[config.mk]
export PLATFORM = sky130hd
export DESIGN_NAME = arbitro_memoria_dados_flat
export DESIGN_NICKNAME = d
export VERILOG_FILES = /design/src/rtl/arbitro_memoria_dados_if.sv /design/src/rtl/arbitro_memoria_dados.sv /design/src/flat_wrapper.sv
export SDC_FILE = /design/constraint.sdc
export NUM_CORES = 1
export LEC_CHECK = 0
export BUFFER_PORTS_ARGS = -buffer_cell sky130_fd_sc_hd__buf_2
export CAP_MARGIN = 20
export CORE_ASPECT_RATIO = 1.25
export CORE_UTILIZATION = 44
export CTS_BUF_LIST = sky130_fd_sc_hd__clkbuf_16
export DETAILED_ROUTE_END_ITERATION = 8
export MAX_ROUTING_LAYER = met4
export PLACE_DENSITY_LB_ADDON = 0.15
export SLEW_MARGIN = 0
export SYNTH_ARGS = -nofsm -noshare
export SYNTH_HDL_FRONTEND = slang
export SYNTH_SLANG_ARGS = --single-unit
[constraint.sdc]
create_clock -name Clock -period 1.6 [get_ports Clock]
set_input_delay 0.24 -clock Clock [delete_from_list [all_inputs] [get_ports Clock]]
set_output_delay 0.24 -clock Clock [all_outputs]
set_load 0.1 [all_outputs]
[src/rtl/arbitro_memoria_dados_if.sv]
// Barramento do arbitro: os dois requisitantes e a porta unica da memoria de dados.
// slave = lado do arbitro; master = requisitantes e memoria.
interface arbitro_memoria_dados_if #(
    parameter int LARGURA_END  = 8,
    parameter int LARGURA_DADO = 8
);
    logic                    Req0;
    logic                    Req1;
    logic                    Escr0;
    logic                    Escr1;
    logic [LARGURA_END-1:0]  Endereco0;
    logic [LARGURA_END-1:0]  Endereco1;
    logic [LARGURA_DADO-1:0] Dado0;
    logic [LARGURA_DADO-1:0] Dado1;
    logic                    Concedido0;
    logic                    Concedido1;
    logic                    Pronto0;
    logic                    Pronto1;
    logic [LARGURA_DADO-1:0] DadoLido0;
    logic [LARGURA_DADO-1:0] DadoLido1;
    logic                    Ocupado;
    logic [LARGURA_END-1:0]  Endereco;
    logic [LARGURA_DADO-1:0] DadoEscr;
    logic                    MenWrite;
    logic                    MenRead;
    logic [LARGURA_DADO-1:0] DadoLido;

    modport slave (
        input  Req0, Req1, Escr0, Escr1, Endereco0, Endereco1, Dado0, Dado1, DadoLido,
        output Concedido0, Concedido1, Pronto0, Pronto1, DadoLido0, DadoLido1,
               Ocupado, Endereco, DadoEscr, MenWrite, MenRead
    );

    modport master (
        output Req0, Req1, Escr0, Escr1, Endereco0, Endereco1, Dado0, Dado1, DadoLido,
        input  Concedido0, Concedido1, Pronto0, Pronto1, DadoLido0, DadoLido1,
               Ocupado, Endereco, DadoEscr, MenWrite, MenRead
    );
endinterface

[src/rtl/arbitro_memoria_dados.sv]
// Arbitro round-robin de duas portas para a memoria de dados de 8 bits:
// serializa leituras/escritas simples e devolve o dado lido com pulso Pronto.
//
// estado  | significado
// OCIOSO  | aguardando Req; escolhe porta e trava endereco/dado/operacao
// ACESSO  | memoria acionada; Concedido da porta escolhida em 1
// CONCLUI | Pronto da porta escolhida em 1; Req ignorados
module arbitro_memoria_dados #(
    parameter int LARGURA_END  = 8,
    parameter int LARGURA_DADO = 8
) (
    input logic                      Clock,
    input logic                      Reset,
    arbitro_memoria_dados_if.slave   barramento
);
    typedef enum logic [1:0] {
        OCIOSO  = 2'd0,
        ACESSO  = 2'd1,
        CONCLUI = 2'd2
    } estado_t;

    estado_t                 estado;
    estado_t                 proximo;
    logic                    ultimo;
    logic                    porta_sel;
    logic                    escr_lat;
    logic [LARGURA_END-1:0]  end_lat;
    logic [LARGURA_DADO-1:0] dado_lat;
    logic [LARGURA_DADO-1:0] lido0;
    logic [LARGURA_DADO-1:0] lido1;
    logic                    escolha;
    logic                    aceita;

    // Empate vai para a porta que nao foi atendida por ultimo.
    assign escolha = (barramento.Req0 && barramento.Req1) ? ~ultimo : barramento.Req1;
    assign aceita  = (estado == OCIOSO) && (barramento.Req0 || barramento.Req1);

    always_ff @(posedge Clock) begin
        if (Reset) begin
            estado <= OCIOSO;
        end else begin
            estado <= proximo;
        end
    end

    always_ff @(posedge Clock) begin
        if (Reset) begin
            ultimo    <= 1'b1;
            porta_sel <= 1'b0;
            escr_lat  <= 1'b0;
            end_lat   <= '0;
            dado_lat  <= '0;
            lido0     <= '0;
            lido1     <= '0;
        end else begin
            if (aceita) begin
                ultimo    <= escolha;
                porta_sel <= escolha;
                escr_lat  <= escolha ? barramento.Escr1     : barramento.Escr0;
                end_lat   <= escolha ? barramento.Endereco1 : barramento.Endereco0;
                dado_lat  <= escolha ? barramento.Dado1     : barramento.Dado0;
            end
            // A memoria entrega o dado na borda de descida do ACESSO.
            if (estado == ACESSO && !escr_lat) begin
                if (porta_sel) begin
                    lido1 <= barramento.DadoLido;
                end else begin
                    lido0 <= barramento.DadoLido;
                end
            end
        end
    end

    always_comb begin
        proximo = estado;
        case (estado)
            OCIOSO:  if (barramento.Req0 || barramento.Req1) proximo = ACESSO;
            ACESSO:  proximo = CONCLUI;
            CONCLUI: proximo = OCIOSO;
            default: proximo = OCIOSO;
        endcase
    end

    always_comb begin
        barramento.Concedido0 = 1'b0;
        barramento.Concedido1 = 1'b0;
        barramento.Pronto0    = 1'b0;
        barramento.Pronto1    = 1'b0;
        barramento.MenWrite   = 1'b0;
        barramento.MenRead    = 1'b0;
        barramento.Ocupado    = (estado != OCIOSO);
        barramento.Endereco   = end_lat;
        barramento.DadoEscr   = dado_lat;
        barramento.DadoLido0  = lido0;
        barramento.DadoLido1  = lido1;
        case (estado)
            ACESSO: begin
                barramento.Concedido0 = ~porta_sel;
                barramento.Concedido1 = porta_sel;
                barramento.MenWrite   = escr_lat;
                barramento.MenRead    = ~escr_lat;
            end
            CONCLUI: begin
                barramento.Pronto0 = ~porta_sel;
                barramento.Pronto1 = porta_sel;
            end
            default: begin
            end
        endcase
    end
endmodule

[src/flat_wrapper.sv]
// flat-port wrapper written by rule: the top's interface ports become plain ports
module arbitro_memoria_dados_flat 
#(
    parameter int LARGURA_END  = 8,
    parameter int LARGURA_DADO = 8
)
  (Clock, Reset, barramento_Req0, barramento_Req1, barramento_Escr0, barramento_Escr1, barramento_Endereco0, barramento_Endereco1, barramento_Dado0, barramento_Dado1, barramento_DadoLido, barramento_Concedido0, barramento_Concedido1, barramento_Pronto0, barramento_Pronto1, barramento_DadoLido0, barramento_DadoLido1, barramento_Ocupado, barramento_Endereco, barramento_DadoEscr, barramento_MenWrite, barramento_MenRead);
  arbitro_memoria_dados_if #(.LARGURA_END(LARGURA_END), .LARGURA_DADO(LARGURA_DADO)) barramento_i ();
  input logic Clock;
  input logic Reset;
  input wire logic [$bits(barramento_i.Req0)-1:0] barramento_Req0;
  input wire logic [$bits(barramento_i.Req1)-1:0] barramento_Req1;
  input wire logic [$bits(barramento_i.Escr0)-1:0] barramento_Escr0;
  input wire logic [$bits(barramento_i.Escr1)-1:0] barramento_Escr1;
  input wire logic [$bits(barramento_i.Endereco0)-1:0] barramento_Endereco0;
  input wire logic [$bits(barramento_i.Endereco1)-1:0] barramento_Endereco1;
  input wire logic [$bits(barramento_i.Dado0)-1:0] barramento_Dado0;
  input wire logic [$bits(barramento_i.Dado1)-1:0] barramento_Dado1;
  input wire logic [$bits(barramento_i.DadoLido)-1:0] barramento_DadoLido;
  output wire logic [$bits(barramento_i.Concedido0)-1:0] barramento_Concedido0;
  output wire logic [$bits(barramento_i.Concedido1)-1:0] barramento_Concedido1;
  output wire logic [$bits(barramento_i.Pronto0)-1:0] barramento_Pronto0;
  output wire logic [$bits(barramento_i.Pronto1)-1:0] barramento_Pronto1;
  output wire logic [$bits(barramento_i.DadoLido0)-1:0] barramento_DadoLido0;
  output wire logic [$bits(barramento_i.DadoLido1)-1:0] barramento_DadoLido1;
  output wire logic [$bits(barramento_i.Ocupado)-1:0] barramento_Ocupado;
  output wire logic [$bits(barramento_i.Endereco)-1:0] barramento_Endereco;
  output wire logic [$bits(barramento_i.DadoEscr)-1:0] barramento_DadoEscr;
  output wire logic [$bits(barramento_i.MenWrite)-1:0] barramento_MenWrite;
  output wire logic [$bits(barramento_i.MenRead)-1:0] barramento_MenRead;
  assign barramento_i.Req0 = barramento_Req0;
  assign barramento_i.Req1 = barramento_Req1;
  assign barramento_i.Escr0 = barramento_Escr0;
  assign barramento_i.Escr1 = barramento_Escr1;
  assign barramento_i.Endereco0 = barramento_Endereco0;
  assign barramento_i.Endereco1 = barramento_Endereco1;
  assign barramento_i.Dado0 = barramento_Dado0;
  assign barramento_i.Dado1 = barramento_Dado1;
  assign barramento_i.DadoLido = barramento_DadoLido;
  assign barramento_Concedido0 = barramento_i.Concedido0;
  assign barramento_Concedido1 = barramento_i.Concedido1;
  assign barramento_Pronto0 = barramento_i.Pronto0;
  assign barramento_Pronto1 = barramento_i.Pronto1;
  assign barramento_DadoLido0 = barramento_i.DadoLido0;
  assign barramento_DadoLido1 = barramento_i.DadoLido1;
  assign barramento_Ocupado = barramento_i.Ocupado;
  assign barramento_Endereco = barramento_i.Endereco;
  assign barramento_DadoEscr = barramento_i.DadoEscr;
  assign barramento_MenWrite = barramento_i.MenWrite;
  assign barramento_MenRead = barramento_i.MenRead;
  arbitro_memoria_dados #(.LARGURA_END(LARGURA_END), .LARGURA_DADO(LARGURA_DADO)) u_core (.Clock(Clock), .Reset(Reset), .barramento(barramento_i));
endmodule
==> impl_table.tex, run 1 <==
\begin{tabular}{lr}
\hline
Metric & Value \\
\hline
\multicolumn{2}{l}{\textbf{GRT}} \\
\quad Number of global-route vias before repair & 1507 \\
\quad Antenna violations before repair & 0 \\
\quad Total congestion overflow after global routing & 0 \\
\quad Largest net degree at the start of global routing & 21 \\
\quad First-pass GRT wire length & 6470 um \\
\quad Total GRT Usage & 0.218 \\
\multicolumn{2}{l}{\textbf{STA}} \\
\quad Worst clock skew on the final layout & 0.00418 ns \\
\quad Final worst hold slack & 0.210 ns \\
\quad Worst-Margin Slew & 0.498 ns \\
\quad Ratio of final minimum period to clock period & 0.959 \\
\quad Final setup margin & 0.0654 ns \\
\quad Worst max-slew margin expressed relative to the limit & 0.671 \\
\quad Clock period minus final worst setup slack & 1.53 ns \\
\quad Unrepaired setup endpoints after global routing & no \\
\quad Endpoints failing hold & 0 \\
\quad Highest clock frequency the design can meet & 652 MHz \\
\quad Count of final max-slew check failures & 0 \\
\quad Setup-failing EPs final & 0 \\
\multicolumn{2}{l}{\textbf{Floorplan}} \\
\quad Width of the die & 55.9 um \\
\quad Total number of placement rows & 24 \\
\quad Die span in y & 69.4 um \\
\quad Starting density of the core & 0.459 \\
\quad Area of the die & 3880 um2 \\
\quad Area of the core region & 3480 um2 \\
\quad Number of placed I/O pins & 85 \\
\multicolumn{2}{l}{\textbf{Clock network}} \\
\quad Clock-pin slew reported for the worst setup and hold paths after clock tree synthesis & 0.05 ns \\
\quad Number of buffers created by CTS & 5 \\
\quad Clk sink count & 37 \\
\quad Htree depth & 2 \\
\quad TritonCTS clock tree & yes \\
\quad Skew-Pair Late Insertion Delay & 0.27 ns \\
\quad Buffers from clock root to sink, at most & 2 \\
\quad Cell at the root of the clock tree & sky130\_fd\_sc\_hd\_\_clkbuf\_16 \\
\multicolumn{2}{l}{\textbf{Finish}} \\
\quad Proportion of layout cells with a drive suffix above 1 & 0.427 \\
\quad Net count, final & 313 \\
\quad Most common library cell in the layout ignoring fill and taps & sky130\_fd\_sc\_hd\_\_buf\_2 \\
\quad Ant. Diodes & 0 \\
\quad Synthesis-to-finish area growth & 46.2\% \\
\quad Final-layout fill cell count & 314 \\
\quad Sequential standard cell area & 747 um2 \\
\quad Commonest cells after routing, fill and taps aside & sky130\_fd\_sc\_hd\_\_buf\_2 (77), sky130\_fd\_sc\_hd\_\_nand2\_1 (50), sky130\_fd\_sc\_hd\_\_dfxtp\_1 (34) \\
\quad Multi-input combinational cell area & 807 um2 \\
\multicolumn{2}{l}{\textbf{Logic synthesis}} \\
\quad Number of enable flip-flop cells after synthesis & 0 \\
\quad Area of the mapped netlist & 1600 um2 \\
\quad Synth warnings & 0 \\
\quad Distinct cells, synth & 25 \\
\quad Total of flip-flops plus latches after synthesis & 37 \\
\quad Post-synthesis sequential area ratio & 0.463 \\
\quad Cells after synthesis & 184 \\
\quad Share of flip-flops with an asynchronous set or reset & 0 \\
\quad Synthesized area divided by synthesized cell count & 8.69 um2 \\
\quad Most frequently used flop master after synthesis & sky130\_fd\_sc\_hd\_\_dfxtp\_1 \\
\quad Total nets after synthesis & 230 \\
\multicolumn{2}{l}{\textbf{Outcome}} \\
\quad Result of the run & finished, final reports clean \\
\multicolumn{2}{l}{\textbf{Routing}} \\
\quad Total detailed-routing wirelength & 3880 um \\
\quad Avg WL per Cell & 12.7 um \\
\quad DR vias/cell & 5.16 \\
\quad Via count of the routed design & 1578 \\
\quad Drt first pass iters & 4 \\
\quad DRC errors left & 0 \\
\quad Remaining number of nets flagged by the antenna check after routing & 0 \\
\quad Iteration-0 DRC Markers & 58 \\
\multicolumn{2}{l}{\textbf{Power and ir drop}} \\
\quad Total Power & 2.95 mW \\
\quad Leakage component of the power & 1.05 nW \\
\quad Cell area power density & 1260 nW/um2 \\
\quad Highest ir drop seen on vdd & 0.986 mV \\
\multicolumn{2}{l}{\textbf{Flow run}} \\
\quad Number of max-cap violations & 0 \\
\multicolumn{2}{l}{\textbf{Setup path}} \\
\quad Highest fanout seen on the critical path & 7 \\
\quad Arrival time reported for the critical path endpoint & 1.29 ns \\
\quad Setup slack of the most critical reg-to-reg path & 0.22 ns \\
\quad Capturing element type of the critical path & primary output \\
\quad Critical path startpoint category & register \\
\quad WP data required & 1.36 ns \\
\quad Category of the critical setup timing path & register to primary output \\
\multicolumn{2}{l}{\textbf{Placement}} \\
\quad Count of input and output buffers & 84 \\
\quad Place WS & 0.163 ns \\
\quad Estimated wirelength of the detail-placed design & 2760 um \\
\quad Routability congestion estimate & 0.743 \\
\multicolumn{2}{l}{\textbf{Worst hold path}} \\
\quad Worst min path class & input pin to register \\
\hline
\end{tabular}
[where the power goes]
part	leakage, nW	switching (mW)	internal (mW)
sequential	0.305	0.0526	0.999
clock	0.0685	0.338	0.556
combinational	0.681	0.762	0.248
[metal layers]
metal,global-route usage,part of all wire,routed length [um],vias up
met5,-,0,0,-
met4,0.114,0.020,79,0
met3,0.0485,0.050,193,7
met2,0.384,0.52,2000,51
met1,0.225,0.41,1610,711
li1,-,-,-,809
[worst max-delay path, cell delays in order (launching register included)]
cell and delay, ns:
sky130_fd_sc_hd__dfxtp_4 0.38, sky130_fd_sc_hd__or2b_4 0.31, sky130_fd_sc_hd__nor2_2 0.14, sky130_fd_sc_hd__buf_12 0.19
[area by class of cell]
cell class | count | share of cell area
Timing Repair Buffer | 89 | 0.252
Multi-Input combinational cell | 131 | 0.345
Clock buffer | 5 | 0.0535
Inverter | 3 | 0.00589
Tap cell | 39 | 0.0209
Sequential cell | 37 | 0.320
Clock inverter | 2 | 0.00321
[per-stage QoR]
stage | setup TNS [ns] | utilization | instances | instance area (um2)
global route | 0 | 0.671 | 306 | 2340
CTS | 0 | 0.666 | 304 | 2320
detailed placement | 0 | 0.626 | 297 | 2180
floorplan | -0.850 | - | 184 | 1640
global placement | 0 | 0.626 | 297 | 2180
finish | 0 | 0.671 | 306 | 2340
[final timing paths]
kind,startpoint,to,cells after the start
worst min register to register,u_core.barramento.DadoLido0[6],u_core.barramento.DadoLido0[6],2
worst max register to register,u_core.estado[1],u_core.barramento.DadoLido0[1],3
worst max-delay path,u_core.estado[0],barramento_Concedido1,3
worst min-delay path,barramento_DadoLido[6],u_core.barramento.DadoLido0[6],3
[timing repair]
| item | 4_1_cts | 5_1_grt |
|---|---|---|
| buffers inserted | 0 | 2 |
| setup endpoints to repair | 5 | 5 |
| hold buffers | 0 | 0 |
| pin swaps | 0 | 0 |
| gates cloned | 0 | 0 |
| resized for setup | 3 | 1 |
[state kept, by name, summed over array words and instances, names as in the netlist]
name	flops
u_core.barramento.DadoLido0	8
u_core.barramento.Endereco	8
u_core.escr_lat	1
u_core.estado	2
u_core.ultimo	1
u_core.barramento.DadoEscr	8
u_core.porta_sel	1
u_core.barramento.DadoLido1	8
[synthesized netlist by cell type, types with 2 or more instances]
| cell type | instances | area share |
|---|---|---|
| sky130_fd_sc_hd__inv_1 | 2 | 0.0047 |
| sky130_fd_sc_hd__nand2_1 | 50 | 0.12 |
| sky130_fd_sc_hd__nor2_4 | 2 | 0.014 |
| sky130_fd_sc_hd__a311oi_2 | 2 | 0.019 |
| sky130_fd_sc_hd__nor3b_1 | 2 | 0.0094 |
| sky130_fd_sc_hd__a311oi_1 | 15 | 0.082 |
| sky130_fd_sc_hd__buf_4 | 7 | 0.033 |
| sky130_fd_sc_hd__mux2i_1 | 8 | 0.050 |
| sky130_fd_sc_hd__a21oi_1 | 26 | 0.081 |
| sky130_fd_sc_hd__o21ai_0 | 2 | 0.0063 |
| sky130_fd_sc_hd__dfxtp_1 | 37 | 0.46 |
| sky130_fd_sc_hd__buf_2 | 2 | 0.0063 |
| sky130_fd_sc_hd__clkbuf_1 | 4 | 0.0094 |
| sky130_fd_sc_hd__nor2_1 | 14 | 0.033 |
[logic make-up after synthesis]
kind of cell           share of synthesized area
AOI/OAI and AO/OA                          0.207
buffers and inverters                     0.0571
DFF                                        0.463
muxes                                     0.0501
and+or+nand+nor                            0.223
Note: power is estimated with default switching activity, not from simulation.
==> run 2, diff against run 1 <==
Settings changed: PLACE_DENSITY set to 0.89, PLACE_DENSITY_LB_ADDON 0.15 to not set.
==> run 2 against run 1 <==
  * Cell count is 0.65% higher
  * Non-clock buffer count up 1
  * Largest cell class unchanged
  * Core utilization up 0.22 points
  * Critical endpoint is now barramento_MenWrite
  * Clock power is 0.8% higher
  * Total power increased by 0.54%
  * Worst hold slack barely moved
==> impl_table.tex, run 2 (same netlist as run 1, synthesis figures left out) <==
\begin{tabular}{lr}
\hline
Metric & Value \\
\hline
\multicolumn{2}{l}{\textbf{Placement}} \\
\quad Place WS & 0.157 ns (-0.00518 ns) \\
\quad Placed cell area & 2160 um2 (-1.1\%) \\
\quad Routability congestion estimate & 0.781 (+5.1\%) \\
\quad Count of input and output buffers & 84 (unchanged) \\
\quad Estimated wirelength of the detail-placed design & 2870 um (+4.1\%) \\
\multicolumn{2}{l}{\textbf{Routing}} \\
\quad Remaining number of nets flagged by the antenna check after routing & 0 (unchanged) \\
\quad DRC errors left & 0 (unchanged) \\
\quad Via count of the routed design & 1646 (+4.3\%) \\
\quad Drt first pass iters & 6 (+2) \\
\quad Total detailed-routing wirelength & 4040 um (+4.1\%) \\
\quad Avg WL per Cell & 13.1 um (+3.4\%) \\
\quad Iteration-0 DRC Markers & 61 (+5.2\%) \\
\quad DR vias/cell & 5.34 (+3.6\%) \\
\multicolumn{2}{l}{\textbf{STA}} \\
\quad Worst-Margin Slew & 0.577 ns (+0.0797 ns) \\
\quad Endpoints failing hold & 0 (unchanged) \\
\quad Ratio of final minimum period to clock period & 0.959 (about the same) \\
\quad Final setup margin & 0.0660 ns (+0.000609 ns) \\
\quad Worst clock skew on the final layout & 0.00224 ns (-0.00193 ns) \\
\quad Worst max-slew margin expressed relative to the limit & 0.615 (-0.0554) \\
\quad Setup-failing EPs final & 0 (unchanged) \\
\quad Highest clock frequency the design can meet & 652 MHz (about the same) \\
\quad Clock period minus final worst setup slack & 1.53 ns (-0.000609 ns) \\
\quad Count of final max-slew check failures & 0 (unchanged) \\
\quad Unrepaired setup endpoints after global routing & no \\
\multicolumn{2}{l}{\textbf{Power and ir drop}} \\
\quad Cell area power density & 1270 nW/um2 (+0.21\%) \\
\quad Highest ir drop seen on vdd & 1.03 mV (+4.9\%) \\
\quad Leakage component of the power & 1.06 nW (+0.17\%) \\
\multicolumn{2}{l}{\textbf{GRT}} \\
\quad Total congestion overflow after global routing & 0 (unchanged) \\
\quad Antenna violations before repair & 0 (unchanged) \\
\quad Total GRT Usage & 0.220 (+0.00159) \\
\quad Number of global-route vias before repair & 1537 (+2.0\%) \\
\quad Largest net degree at the start of global routing & 33 (+57\%) \\
\quad First-pass GRT wire length & 6550 um (+1.2\%) \\
\multicolumn{2}{l}{\textbf{Finish}} \\
\quad Final-layout fill cell count & 298 (-5.1\%) \\
\quad Synthesis-to-finish area growth & 46.6\% \\
\quad Commonest cells after routing, fill and taps aside & sky130\_fd\_sc\_hd\_\_buf\_2 (77), sky130\_fd\_sc\_hd\_\_nand2\_1 (50), sky130\_fd\_sc\_hd\_\_dfxtp\_1 (35) \\
\quad Net count, final & 314 (+0.32\%) \\
\quad Sequential standard cell area & 746 um2 (-0.17\%) \\
\quad Proportion of layout cells with a drive suffix above 1 & 0.428 (+0.000543) \\
\quad Most common library cell in the layout ignoring fill and taps & sky130\_fd\_sc\_hd\_\_buf\_2 \\
\quad Post-route cell area & 2340 um2 (+0.32\%) \\
\quad Multi-input combinational cell area & 812 um2 (+0.62\%) \\
\quad Ant. Diodes & 0 (unchanged) \\
\multicolumn{2}{l}{\textbf{Floorplan}} \\
\quad Total number of placement rows & 24 (unchanged) \\
\quad Area of the core region & 3480 um2 (unchanged) \\
\quad Width of the die & 55.9 um (unchanged) \\
\quad Number of placed I/O pins & 85 (unchanged) \\
\quad Die span in y & 69.4 um (unchanged) \\
\quad Starting density of the core & 0.459 (unchanged) \\
\quad Area of the die & 3880 um2 (unchanged) \\
\multicolumn{2}{l}{\textbf{Setup path}} \\
\quad Max stage delay on crit path & 0.38 ns (about the same) \\
\quad Critical path startpoint category & register \\
\quad Category of the critical setup timing path & register to primary output \\
\quad Highest fanout seen on the critical path & 5 (-2) \\
\quad Library cell contributing the largest single delay on the critical path & sky130\_fd\_sc\_hd\_\_dfxtp\_4 \\
\quad Capturing element type of the critical path & primary output \\
\quad Buffer and inverter count on the worst path & 1 (unchanged) \\
\quad WP data required & 1.36 ns (about the same) \\
\quad Arrival time reported for the critical path endpoint & 1.29 ns (about the same) \\
\quad Largest delay share family, worst path & simple AND/OR/NAND/NOR gates \\
\quad Cells along the critical path & or2b\_4 -> nor2\_2 -> buf\_12 \\
\multicolumn{2}{l}{\textbf{Clock network}} \\
\quad Htree depth & 2 (unchanged) \\
\quad CTS Hold Buffers Added & 0 (unchanged) \\
\quad Clock-pin slew reported for the worst setup and hold paths after clock tree synthesis & 0.05 ns (about the same) \\
\quad Number of buffers created by CTS & 5 (unchanged) \\
\quad Buffers from clock root to sink, at most & 2 (unchanged) \\
\quad TritonCTS clock tree & yes \\
\quad Clk sink count & 37 (unchanged) \\
\quad Cell at the root of the clock tree & sky130\_fd\_sc\_hd\_\_clkbuf\_16 \\
\quad Skew-Pair Late Insertion Delay & 0.27 ns (about the same) \\
\multicolumn{2}{l}{\textbf{Worst hold path}} \\
\quad Worst min path class & input pin to register \\
\multicolumn{2}{l}{\textbf{Flow run}} \\
\quad Number of max-cap violations & 0 (unchanged) \\
\multicolumn{2}{l}{\textbf{Outcome}} \\
\quad Result of the run & finished, final reports clean \\
\hline
\end{tabular}
[run 2: per-stage QoR]
| stage | hold slack, ns | util | instances | setup TNS [ns] | power [mW] |
|---|---|---|---|---|---|
| after CTS | 0.207 | 0.660 | 305 | 0 | 2.97 |
| after global routing | 0.221 | 0.673 | 308 | 0 | 3.08 |
| after detailed placement | 0.443 | 0.619 | 297 | 0 | 2.07 |
| final | 0.210 | 0.673 | 308 | 0 | 2.97 |
| after global placement | 0.440 | 0.619 | 297 | 0 | 2.05 |
| after floorplan | 0.376 | - | 184 | -0.850 | 1.85 |
[run 2: cell type report]
class / count / area share
well taps: 39 / 0.0208
clock buffers: 5 / 0.0534
clock inverters: 3 / 0.00534
inverters: 3 / 0.00587
multi-input cells: 131 / 0.346
flip-flops and latches: 37 / 0.318
repair buffers: 90 / 0.250
[run 2: timing repair]
action / 4_1_cts / 5_1_grt
resized for setup: 2 / 3
setup endpoints to repair: 4 / 5
buffers inserted: 0 / 3
[run 2: worst register-to-register path: stages (launching register included)]
cell and delay, ns:
sky130_fd_sc_hd__dfxtp_4 0.36, sky130_fd_sc_hd__buf_12 0.13, sky130_fd_sc_hd__nor2_4 0.22, sky130_fd_sc_hd__inv_4 0.09
sky130_fd_sc_hd__nor2_4 0.37, sky130_fd_sc_hd__a311oi_2 0.16
[run 2: report_power, final]
group	internal (mW)	switching [mW]	total [mW]
Sequential	0.998	0.0508	1.05
Clock	0.562	0.339	0.901
Combinational	0.249	0.772	1.02
Total	1.81	1.16	2.97
[run 2: path summary, 6_finish.rpt]
path	startpoint	end	slack, ns	cells past startpoint
max	u_core.estado[0]	barramento_MenWrite	0.07	3
min	barramento_DadoLido[7]	u_core.barramento.DadoLido0[7]	0.21	3
max reg2reg	u_core.estado[0]	u_core.barramento.DadoEscr[0]	0.13	5
min reg2reg	u_core.barramento.DadoLido0[5]	u_core.barramento.DadoLido0[5]	0.45	2
[run 2: routing by layer]
metal | global-route usage | vias up | routed length [um]
met5 | - | - | 0
met4 | 0.0894 | 0 | 78
met3 | 0.0690 | 10 | 233
met2 | 0.407 | 67 | 2200
met1 | 0.207 | 759 | 1520
li1 | - | 810 | -
==> run 3, diff against run 2 <==
Settings changed: CORE_UTILIZATION 44 to 40, PLACE_DENSITY 0.89 to 0.85.
Clock period 1.6 ns to 1.4 ns, I/O delays scaled along.
==> run 3 against run 2 <==
  * Register-to-register slack worse by 0.16 ns
  * Global-route usage is 1.0 points lower
  * Worst hold slack got worse by 0.033 ns
  * Routed wire length grew 0.82%
  * Cell area is 6.8% higher
  * Count of clock-buffer cells in the layout is 1 higher
  * Worst setup slack worse by 0.12 ns
  * Combinational power increased by 20%
  * Die area is 9.7% higher
  * Critical path depth unchanged
  * The flow now finishes with violations (setup timing)
  * Cell count grew 7.1%
==> impl_table.tex, run 3 (same netlist as run 1, synthesis figures left out) <==
\begin{tabular}{lr}
\hline
Metric & Value \\
\hline
\multicolumn{2}{l}{\textbf{STA}} \\
\quad Worst max-slew margin expressed relative to the limit & 0.671 (+0.0559) \\
\quad Worst-Margin Slew & 0.497 ns (-0.0805 ns) \\
\quad Highest clock frequency the design can meet & 687 MHz \\
\quad Final setup margin & -0.0546 ns (-0.121 ns) \\
\quad Unrepaired setup endpoints after global routing & yes \\
\quad Clock period minus final worst setup slack & 1.45 ns \\
\quad Endpoints failing hold & 0 (unchanged) \\
\quad Count of final max-slew check failures & 0 (unchanged) \\
\quad Ratio of final minimum period to clock period & 1.04 \\
\quad Setup-failing EPs final & 14 (+14) \\
\quad Worst clock skew on the final layout & 0.00286 ns (+0.000615 ns) \\
\multicolumn{2}{l}{\textbf{GRT}} \\
\quad Number of global-route vias before repair & 1563 (+1.7\%) \\
\quad Total congestion overflow after global routing & 0 (unchanged) \\
\quad Largest net degree at the start of global routing & 23 (-30\%) \\
\quad Antenna violations before repair & 0 (unchanged) \\
\quad Total GRT Usage & 0.210 (-0.0103) \\
\quad First-pass GRT wire length & 6600 um (+0.73\%) \\
\multicolumn{2}{l}{\textbf{Routing}} \\
\quad Iteration-0 DRC Markers & 44 (-28\%) \\
\quad Avg WL per Cell & 12.3 um (-5.9\%) \\
\quad Total detailed-routing wirelength & 4070 um (+0.82\%) \\
\quad DR vias/cell & 5.01 (-6.2\%) \\
\quad Drt first pass iters & 4 (-2) \\
\quad Via count of the routed design & 1654 (+0.49\%) \\
\quad DRC errors left & 0 (unchanged) \\
\quad Remaining number of nets flagged by the antenna check after routing & 0 (unchanged) \\
\multicolumn{2}{l}{\textbf{Finish}} \\
\quad Count of placed standard cells in the final layout, fillers left out & 330 (+7.1\%) \\
\quad Sequential standard cell area & 752 um2 (+0.84\%) \\
\quad Net count, final & 321 (+2.2\%) \\
\quad Commonest cells after routing, fill and taps aside & sky130\_fd\_sc\_hd\_\_buf\_2 (77), sky130\_fd\_sc\_hd\_\_nand2\_1 (50), sky130\_fd\_sc\_hd\_\_dfxtp\_1 (34) \\
\quad Post-route cell area & 2500 um2 (+6.8\%) \\
\quad Most common library cell in the layout ignoring fill and taps & sky130\_fd\_sc\_hd\_\_buf\_2 \\
\quad Synthesis-to-finish area growth & 56.7\% \\
\quad Finished Core Util & 0.656 (-0.0167) \\
\quad Final-layout fill cell count & 312 (+4.7\%) \\
\quad Ant. Diodes & 0 (unchanged) \\
\quad Proportion of layout cells with a drive suffix above 1 & 0.457 (+0.0290) \\
\quad Multi-input combinational cell area & 822 um2 (+1.2\%) \\
\multicolumn{2}{l}{\textbf{Clock network}} \\
\quad Skew-Pair Late Insertion Delay & 0.28 ns (about the same) \\
\quad TritonCTS clock tree & yes \\
\quad Cell at the root of the clock tree & sky130\_fd\_sc\_hd\_\_clkbuf\_16 \\
\quad Clk sink count & 37 (unchanged) \\
\quad Clock-pin slew reported for the worst setup and hold paths after clock tree synthesis & 0.06 ns (about the same) \\
\quad CTS Hold Buffers Added & 0 (unchanged) \\
\quad Number of buffers created by CTS & 5 (unchanged) \\
\quad Buffers from clock root to sink, at most & 2 (unchanged) \\
\quad Htree depth & 2 (unchanged) \\
\multicolumn{2}{l}{\textbf{Worst hold path}} \\
\quad Worst Hold Launch & barramento\_DadoLido[7] \\
\quad Worst min path class & input pin to register \\
\quad Worst hold path depth & 3 (unchanged) \\
\quad Worst hold path endpoint & u\_core.barramento.DadoLido0[7] \\
\multicolumn{2}{l}{\textbf{Power and ir drop}} \\
\quad Leakage component of the power & 1.13 nW (+6.7\%) \\
\quad Highest ir drop seen on vdd & 0.831 mV (-20\%) \\
\quad P\_sw & 1.37 mW (+18\%) \\
\quad Combinational group share of total power & 0.323 (-0.021) \\
\quad Sequential Power Share & 0.315 (-0.038) \\
\quad Internal Power & 2.40 mW (+33\%) \\
\quad Cell area power density & 1510 nW/um2 (+19\%) \\
\quad Sw frac & 0.363 (-0.0276) \\
\quad Total Power & 3.77 mW (+27\%) \\
\quad Clock network power share & 0.362 (+0.059) \\
\multicolumn{2}{l}{\textbf{Floorplan}} \\
\quad Area of the core region & 3820 um2 (+9.6\%) \\
\quad Area of the die & 4260 um2 (+9.7\%) \\
\quad Starting density of the core & 0.419 (-0.0400) \\
\quad Number of placed I/O pins & 85 (unchanged) \\
\quad Total number of placement rows & 25 (+4.2\%) \\
\quad Width of the die & 58.6 um (+4.7\%) \\
\quad Die span in y & 72.7 um (+4.7\%) \\
\multicolumn{2}{l}{\textbf{Placement}} \\
\quad Count of input and output buffers & 84 (unchanged) \\
\quad Cells after DPL & 317 (+6.7\%) \\
\quad Routability congestion estimate & 0.751 (-3.9\%) \\
\quad Placed cell area & 2270 um2 (+5.2\%) \\
\quad Estimated wirelength of the detail-placed design & 2940 um (+2.2\%) \\
\multicolumn{2}{l}{\textbf{Flow run}} \\
\quad Number of max-cap violations & 0 (unchanged) \\
\multicolumn{2}{l}{\textbf{Setup path}} \\
\quad Highest fanout seen on the critical path & 6 (+1) \\
\quad FF-to-FF End & u\_core.barramento.DadoLido0[2] \\
\quad Category of the critical setup timing path & register to primary output \\
\quad Launch point of the worst reg-to-reg path & u\_core.estado[0] \\
\quad Capturing element type of the critical path & primary output \\
\quad Library cell contributing the largest single delay on the critical path & sky130\_fd\_sc\_hd\_\_dfxtp\_4 \\
\quad WP data required & 1.19 ns (-0.17 ns) \\
\quad Cells along the critical path & buf\_4 -> nor3b\_4 -> buf\_12 \\
\quad Max stage delay on crit path & 0.34 ns (-0.04 ns) \\
\quad Logic depth of the worst register-to-register path & 4 (-1) \\
\quad Critical path startpoint category & register \\
\quad Arrival time reported for the critical path endpoint & 1.24 ns (-0.05 ns) \\
\quad Setup slack of the most critical reg-to-reg path & -0.03 ns (-0.16 ns) \\
\multicolumn{2}{l}{\textbf{Outcome}} \\
\quad Failing checks & setup timing \\
\quad Result of the run & finished, violations left \\
\hline
\end{tabular}
## run 3: area by class of cell
cell class / instances / area share
multi-input cells: 131 / 0.328
flip-flops and latches: 37 / 0.300
repair buffers: 97 / 0.263
clock buffers: 6 / 0.0599
well taps: 54 / 0.0270
clock inverters: 2 / 0.0140
inverters: 3 / 0.00749
## run 3: power groups by stage
stage | logic, mW | clock network (mW) | registers (mW)
global route | 1.28 | 1.43 | 1.20
detailed placement | 1.20 | 0 | 1.21
global placement | 1.18 | 0 | 1.21
finish | 1.22 | 1.37 | 1.19
CTS | 1.22 | 1.39 | 1.19
floorplan | 0.389 | 0 | 1.74
## run 3: per-stage QoR
stage                     setup WS [ns]  hold WS [ns]  setup TNS (ns)
after floorplan                  -0.115         0.346          -0.234
after global placement            0.102         0.443               0
after detailed placement         0.0751         0.444               0
after CTS                       -0.0559         0.171          -0.327
after global routing            -0.0849         0.193           -1.01
final                           -0.0546         0.177          -0.440
## run 3: worst max path at each step
stage	startpoint	endpoint	slack, ns	cells after the start
6_report	u_core.estado[0]	barramento_Pronto1	-0.05	3
5_1_grt	u_core.porta_sel	barramento_Pronto1	-0.08	4
4_1_cts	u_core.estado[0]	barramento_Pronto1	-0.06	3
3_5_place_dp	u_core.estado[1]	u_core.barramento.DadoLido0[1]	0.08	3
3_3_place_gp	u_core.estado[1]	u_core.barramento.DadoLido0[1]	0.10	3
2_1_floorplan	u_core.porta_sel	barramento_Pronto1	-0.12	2
## run 3: routing by layer
layer / global-route usage / vias up / share of wire
li1: - / 828 / -
met1: 0.198 / 759 / 0.39
met2: 0.401 / 61 / 0.55
met3: 0.0621 / 6 / 0.058
met4: 0.0608 / 0 / 0.011
met5: - / - / 0
## run 3: critical path, delay by kind of cell (launching register included)
family                 cells  cell delay (ns)
buffers and inverters      2             0.38
DFF                        1             0.34
and+or+nand+nor            1             0.25
## run 3: timing repair
action | in CTS | in global routing
gates cloned | 0 | 0
endpoints found under the setup margin | 6 | 15
gates resized for setup | 2 | 2
pin swaps | 3 | 2
buffers inserted | 4 | 1
